==> config.mk <==
export PLATFORM = sky130hd
export DESIGN_NAME = sequential_divider
export DESIGN_NICKNAME = d
export VERILOG_FILES = /design/src/rtl/sequential_divider.sv
export SDC_FILE = /design/constraint.sdc
export NUM_CORES = 1
export LEC_CHECK = 0
export ABC_AREA = 1
export CORE_UTILIZATION = 33
export DETAILED_ROUTE_END_ITERATION = 16
export PLACE_DENSITY = 0.55
export SLEW_MARGIN = 20
export SYNTH_ARGS = -nofsm -noshare
export SYNTH_HDL_FRONTEND = slang
export SYNTH_SLANG_ARGS = --single-unit
==> constraint.sdc <==
create_clock -name clk -period 5.3 [get_ports clk]
set_input_delay 1.06 -clock clk [delete_from_list [all_inputs] [get_ports clk]]
set_output_delay 1.06 -clock clk [all_outputs]
set_load 0.05 [all_outputs]
==> src/rtl/sequential_divider.sv <==
// Iterative unsigned restoring divider: one quotient bit per clock, start/done handshake.
// Results hold in DONE until the next accepted start or reset.
module sequential_divider #(
   parameter int WIDTH = 64
) (
   input  logic             clk,
   input  logic             rst,
   input  logic             start,
   input  logic [WIDTH-1:0] dividend,
   input  logic [WIDTH-1:0] divisor,
   output logic [WIDTH-1:0] quotient,
   output logic [WIDTH-1:0] remainder,
   output logic             divByZero,
   output logic             quotientDone
);

   localparam int CW = $clog2(WIDTH + 1);

   typedef enum logic [1:0] {
      IDLE,
      RUN,
      DONE
   } state_t;

   state_t           state;
   logic [WIDTH-1:0] dvsr;
   logic [WIDTH-1:0] dq;
   logic [WIDTH:0]   prem;
   logic [CW-1:0]    cnt;
   logic             dbz;

   logic [WIDTH:0]   shifted;
   logic [WIDTH:0]   trial;

   // Shift {prem, dq} left by one; the dividend MSB enters the remainder LSB.
   always_comb begin
      shifted = (prem << 1) | {{WIDTH{1'b0}}, dq[WIDTH-1]};
      trial   = shifted - {1'b0, dvsr};
   end

   always_ff @(posedge clk) begin
      if (rst) begin
         state <= IDLE;
         dvsr  <= '0;
         dq    <= '0;
         prem  <= '0;
         cnt   <= '0;
         dbz   <= 1'b0;
      end else begin
         case (state)
            IDLE, DONE: begin
               if (start) begin
                  dvsr  <= divisor;
                  dq    <= dividend;
                  prem  <= '0;
                  cnt   <= '0;
                  dbz   <= (divisor == '0);
                  state <= RUN;
               end
            end
            RUN: begin
               if (!trial[WIDTH]) begin
                  prem <= trial;
                  dq   <= {dq[WIDTH-2:0], 1'b1};
               end else begin
                  prem <= shifted;
                  dq   <= {dq[WIDTH-2:0], 1'b0};
               end
               cnt <= cnt + CW'(1);
               if (cnt == CW'(WIDTH - 1)) begin
                  state <= DONE;
               end
            end
            default: state <= IDLE;
         endcase
      end
   end

   assign quotient     = dq;
   assign remainder    = prem[WIDTH-1:0];
   assign divByZero    = dbz;
   assign quotientDone = (state == DONE);

endmodule

==> results.toml, run 1 <==
[status]
status = "finished, final reports clean"

[cells_and_area]
multi_input_area_um2 = 8250
layout-drive-gt1-share_pct = 3.39
stdcell_count = 3355
nNetsFinal = 2951
n_antenna_cell = 0
stdcell_area_um2 = 18400
layout_commonest_cell = "nand2_1"
final_cell_mix = "nand2_1 (1028), inv_1 (475), clkdlybuf4s50_1 (259), dfxtp_1 (202), a21oi_1 (178)"
seq_area_um2 = 4040
syn_to_final_growth_pct = 26.7
fillerInstances = 4801

[logic_synthesis]
synth_area_leader_cell = "dfxtp_1"
synthTopCellsByArea = "dfxtp_1 (28%), nand2_1 (27%), inv_1 (12%)"
synth-simple-area-share_pct = 37.0
synth_compound_area_share_pct = 12.1
yosys_warnings = 0
synth_xor_area_share_pct = 1.87
synth_top_area_share_pct = 27.9
seq_area_frac_synth_pct = 27.9
synthMuxAreaShare_pct = 0
synth.distinct_cells = 37
synth_fa_ha_area_share_pct = 5.74
synth_top_family_by_area = "simple AND/OR/NAND/NOR gates"
avgSynthCellArea_um2 = 5.71
syn-num-nets = 2739
mappedNetlistArea_um2 = 14500
synth-seq-cells = 202
postSynthCellCount = 2542

[critical_path]
ff2ff_setup_slack_ns = 1.96
cp.required_ns = 5.70
crit_path_end_kind = "flop"
criticalPathCategory = "reg2reg"
cp-start-kind = "flop"
worstPathMaxFanout = 33
crit_arrival_ns = 3.74

[die]
die_w_um = 212
placementRows = 76
start_util_pct = 33.5
io_pins = 261
die_h_um = 212
core_region_area_um2 = 43300
die_area_um2 = 44800

[clock_network]
post_cts_resized = 0
postCtsSetupBuffers = 0
numCtsBuffers = 25
clk_latency_ns = 0.57
cts_root_buf = "clkbuf_16"
htreeDepth = 1
cts_tree = "built"
clk_pin_slew_ns = 0.06
cts_buffer_depth = 3
postCtsHoldBufs = 0
clock-sinks = 202

[global_route]
first_global_vias = 15300
grt_max_degree = 99
track_usage_pct = 24.3
antenna_found_initial = 0
grt_pass1_wl_um = 84700
grt_overflow_total = 0

[placement]
placed_cells = 3312
gp_congestion = 0.926
post-dp-hpwl_um = 43300
numPortBuffers = 260
pre_cts_ws_ns = 1.92
place_area_um2 = 17600

[timing]
relSlewSlack_pct = 39.4
clock_skew_ns = 0.0237
fin_crit_sh_pct = 63.1
finalCriticalPeriod_ns = 3.34
tightestPinTransition_ns = 0.909
drv_slew = 0
rsz0062_at_grt = "no"
finalHoldViolCount = 0
setup_slack_ns = 1.96
fmax_mhz = 299
hold_slack_ns = 0.459
setup_viol = 0
fin_setup_tns_ns = 0

[job]
maxCapViolations = 0

[route]
vias = 15800
met3WireLength_um = 3110
dr.max_layer_used = "met4"
met1Wirelength_um = 24400
ant_nets = 0
routed_wirelength_um = 54200
via_per_inst = 4.70
drt_iter0_markers = 910
firstDrtPassIters = 5
drc_errors = 0
wl_per_cell_um = 16.1
met2_length_um = 24900

[pwr]
peakVddDrop_mv = 0.210
powerDensity_nw_per_um2 = 372
p_leak_nw = 8.98

[min_path]
hold_class = "reg2reg"
through the flow:
| step | power, W | util [%] |
|---|---|---|
| floorplan | 0.00410 | - |
| global placement | 0.00516 | 40.6 |
| detailed placement | 0.00516 | 40.6 |
| CTS | 0.00690 | 42.5 |
| global route | 0.00736 | 42.5 |
| finish | 0.00684 | 42.5 |
state kept, by name (all words and copies together), names as in the netlist:
name,cells
prem,64
divByZero,1
cnt,7
quotient,64
state,2
dvsr,64
kinds of logic (layout without fill, tap and decap cells):
| group | after synthesis | in the layout |
|---|---|---|
| simple gates | 1334 | 1334 |
| buf+inv | 581 | 809 |
| compound gates | 328 | 328 |
| flops | 202 | 202 |
| fa+ha+maj | 66 | 66 |
| xor+xnor | 31 | 31 |
area by class of cell:
cell class | count | area share [%]
inverters | 497 | 10.2
multi-input cells | 1759 | 44.9
repair buffers | 269 | 14.6
clock inverters | 7 | 0.429
well taps | 585 | 3.98
flip-flops and latches | 202 | 22.0
clock buffers | 36 | 3.95
power breakdown:
part	switching [W]	leakage, nW	total, W	internal [W]
Combinational	0.00236	6.92	0.00337	0.00101
Sequential	0.000105	1.66	0.00176	0.00165
Clock	0.000712	0.401	0.00171	0.00100
cells in the mapped netlist, drive strengths merged:
cell    number
buf         21
o21bai       5
nand2     1039
and2         4
o21ai       72
a311oi       1
and3b        1
a211oi       1
xnor2        9
fa           1
nor3        14
a31oi       65
nor4        19
inv        493
nand4       17
a22oi        1
ha          65
nand3b       4
xor2        22
dfxtp      202
clkbuf      63
clkinv       4
nand3      115
a221oi       2
a21oi      180
nor2       121
o21a         1
final timing paths:
path / start / to / cells past startpoint
worst min register to register: dvsr[26] / dvsr[26] / 2
worst max-delay path: dvsr[32] / prem[5] / 17
worst max register to register: dvsr[32] / prem[5] / 17
worst min-delay path: dvsr[26] / dvsr[26] / 2
critical path: stages, from the launching register on:
cell,delay (ns)
dfxtp_1,0.30
inv_1,0.06
ha_1,0.45
nand2_1,0.16
nor2_1,0.22
inv_2,0.09
nor2_4,0.13
inv_2,0.07
nor2_4,0.09
and2_1,0.14
nand2_2,0.08
nand2_2,0.06
nand2_1,0.06
nand2_2,0.48
buf_4,0.49
nand2_1,0.10
nand3_1,0.08
a21oi_1,0.07
routing by layer:
layer / vias to the layer above / GRT usage, %
li1: 8211 / -
met1: 7135 / 30.5
met2: 345 / 41.6
met3: 82 / 5.22
met4: 0 / 7.10
met5: - / 0
(Power assumes the default switching activity.)
==> run 2: changes to the inputs <==
clock period = 3.5 ns   (was 5.3 ns; I/O delays follow)
==> results.toml, run 2 (synthesis gave the netlist of run 1 again) <==
[critical_path]
reg2regPathDepth = 19
crit_path_end_kind = "flop"
criticalPathCategory = "reg2reg"
reg2reg_from = "quotient[63]"
worstPathMaxFanout = 24
ff2ff_setup_slack_ns = 0.45
path_buf_inv = 3
crit_path_max_incr_delay_ns = 0.41
crit_arrival_ns = 3.46
crit_family = "simple AND/OR/NAND/NOR gates"
cp_slowest_cell = "fa_1"
timing.rr.end = "prem[28]"
cp-start-kind = "flop"
crit_chain = "inv_1 -> ha_1 -> inv_1 -> fa_1 -> nand2_1 -> nand2_1 -> nand3_1 -> nand2_2 -> nand2_1 -> nand2_1 -> nand2_1 -> nand2_2 -> nand2_2 -> nand3_1 -> nand2_4 -> buf_12 -> nand2_1 -> nand3_1 -> a21oi_1"
cp.required_ns = 3.91
critPathMostFrequentCell = "nand2_1"

[min_path]
min_delay_path_depth = 2
hold_class = "reg2reg"
hp-start = "dvsr[41]"
whs_endpoint = "dvsr[41]"

[timing]
setup_slack_ns = 0.450
fin_crit_sh_pct = 87.1
setup_viol = 0
fin_setup_tns_ns = 0
finalHoldViolCount = 0
finalCriticalPeriod_ns = 3.05
drv_slew = 0
clock_skew_ns = 0.0164
fmax_mhz = 328
relSlewSlack_pct = 42.4
tightestPinTransition_ns = 0.865
rsz0062_at_grt = "no"

[route]
ant_nets = 0
drc_errors = 0
wl_per_cell_um = 16.0
routed_wirelength_um = 53800
vias = 15700
drt_iter0_markers = 752
via_per_inst = 4.67
firstDrtPassIters = 5

[placement]
place_area_um2 = 17700
placed_cells = 3317
gp_congestion = 0.964
post-dp-hpwl_um = 42600
pre_cts_ws_ns = 0.322
numPortBuffers = 260

[global_route]
track_usage_pct = 24.2
grt_overflow_total = 0
grt_max_degree = 137
grt_pass1_wl_um = 84700
first_global_vias = 15500
antenna_found_initial = 0

[pwr]
swShare_pct = 45.5
powerDensity_nw_per_um2 = 567
comb_power_share_pct = 49.0
pwr-share-seq_pct = 25.3
p_leak_nw = 9.06
p_clk_share_pct = 25.7
peakVddDrop_mv = 0.386
internal_power_w = 0.00574
switchingPower_w = 0.00478

[cells_and_area]
stdcell_count = 3362
multi_input_area_um2 = 8250
fin_util_pct = 42.9
final_cell_mix = "nand2_1 (1028), inv_1 (475), clkdlybuf4s50_1 (259), dfxtp_1 (202), a21oi_1 (178)"
stdcell_area_um2 = 18600
fillerInstances = 4808
nNetsFinal = 2956
seq_area_um2 = 4040
layout-drive-gt1-share_pct = 3.60
syn_to_final_growth_pct = 27.9
n_antenna_cell = 0
layout_commonest_cell = "nand2_1"

[clock_network]
numCtsBuffers = 25
cts_tree = "built"
cts_buffer_depth = 3
postCtsSetupBuffers = 0
clock-sinks = 202
clk_pin_slew_ns = 0.06
clk_latency_ns = 0.56
postCtsHoldBufs = 0
cts_root_buf = "clkbuf_16"
htreeDepth = 1

[die]
core_region_area_um2 = 43300
die_area_um2 = 44800
die_w_um = 212
io_pins = 261
placementRows = 76
start_util_pct = 33.5
die_h_um = 212

[status]
status = "finished, final reports clean"

[job]
maxCapViolations = 0
## run 2: cell types whose count changed in the layout (fill, tap and decap cells not counted), sizes merged
cell / before / now
clkbuf: 36 / 40
bufinv: 1 / 2
buf: 10 / 15
clkinvlp: 0 / 1
clkinv: 8 / 4
## run 2: power groups by stage
stage / combinational, W / sequential, W / clock, W
2_1_floorplan: 0.00308 / 0.00313 / 0
6_report: 0.00515 / 0.00266 / 0.00271
3_5_place_dp: 0.00516 / 0.00271 / 0
3_3_place_gp: 0.00515 / 0.00271 / 0
5_1_grt: 0.00577 / 0.00269 / 0.00289
4_1_cts: 0.00518 / 0.00266 / 0.00279
## run 2: metal layers
layer	global-route usage, %	up-vias	wire (um)
li1	-	8234	-
met1	30.1	7077	24400
met2	42.2	312	25000
met3	4.61	61	2950
met4	6.72	0	1370
met5	0	-	0
## run 2: final cells by class
| cell class | instances | share of cell area, % |
|---|---|---|
| repair buffers | 274 | 15.1 |
| inverters | 497 | 10.1 |
| multi-input cells | 1759 | 44.4 |
| flip-flops and latches | 202 | 21.8 |
| clock buffers | 40 | 4.16 |
| well taps | 585 | 3.94 |
| clock inverters | 5 | 0.499 |
## run 2: how the worst max path moves through the flow
stage	start	endpoint	depth (start not counted)
final	quotient[63]	prem[28]	19
after global placement	divisor[16]	divByZero	6
after detailed placement	quotient[63]	prem[28]	19
after global routing	quotient[63]	prem[49]	21
after CTS	quotient[63]	prem[28]	19
after floorplan	quotient[63]	prem[12]	21
## run 2: tightest hold or removal path, cell delays in order (launching register included)
cell and delay, ns:
dfxtp_1 0.29, inv_1 0.06, a21oi_1 0.06
## run 2: repair_timing
item,in CTS,in global routing
resized for setup,0,1
hold endpoints to repair,0,0
setup endpoints to repair,0,3
## run 2: stage by stage
stage          hold slack [ns]  power [W]
2_1_floorplan            0.433    0.00620
3_3_place_gp             0.447    0.00785
3_5_place_dp             0.449    0.00786
4_1_cts                  0.457     0.0106
5_1_grt                  0.487     0.0113
6_report                 0.457     0.0105
==> run 3: changes to the inputs <==
SLEW_MARGIN = 25   (was 20)
==> results of run 3 <==
The final DEF is identical to that of run 2; final timing and power are the same.
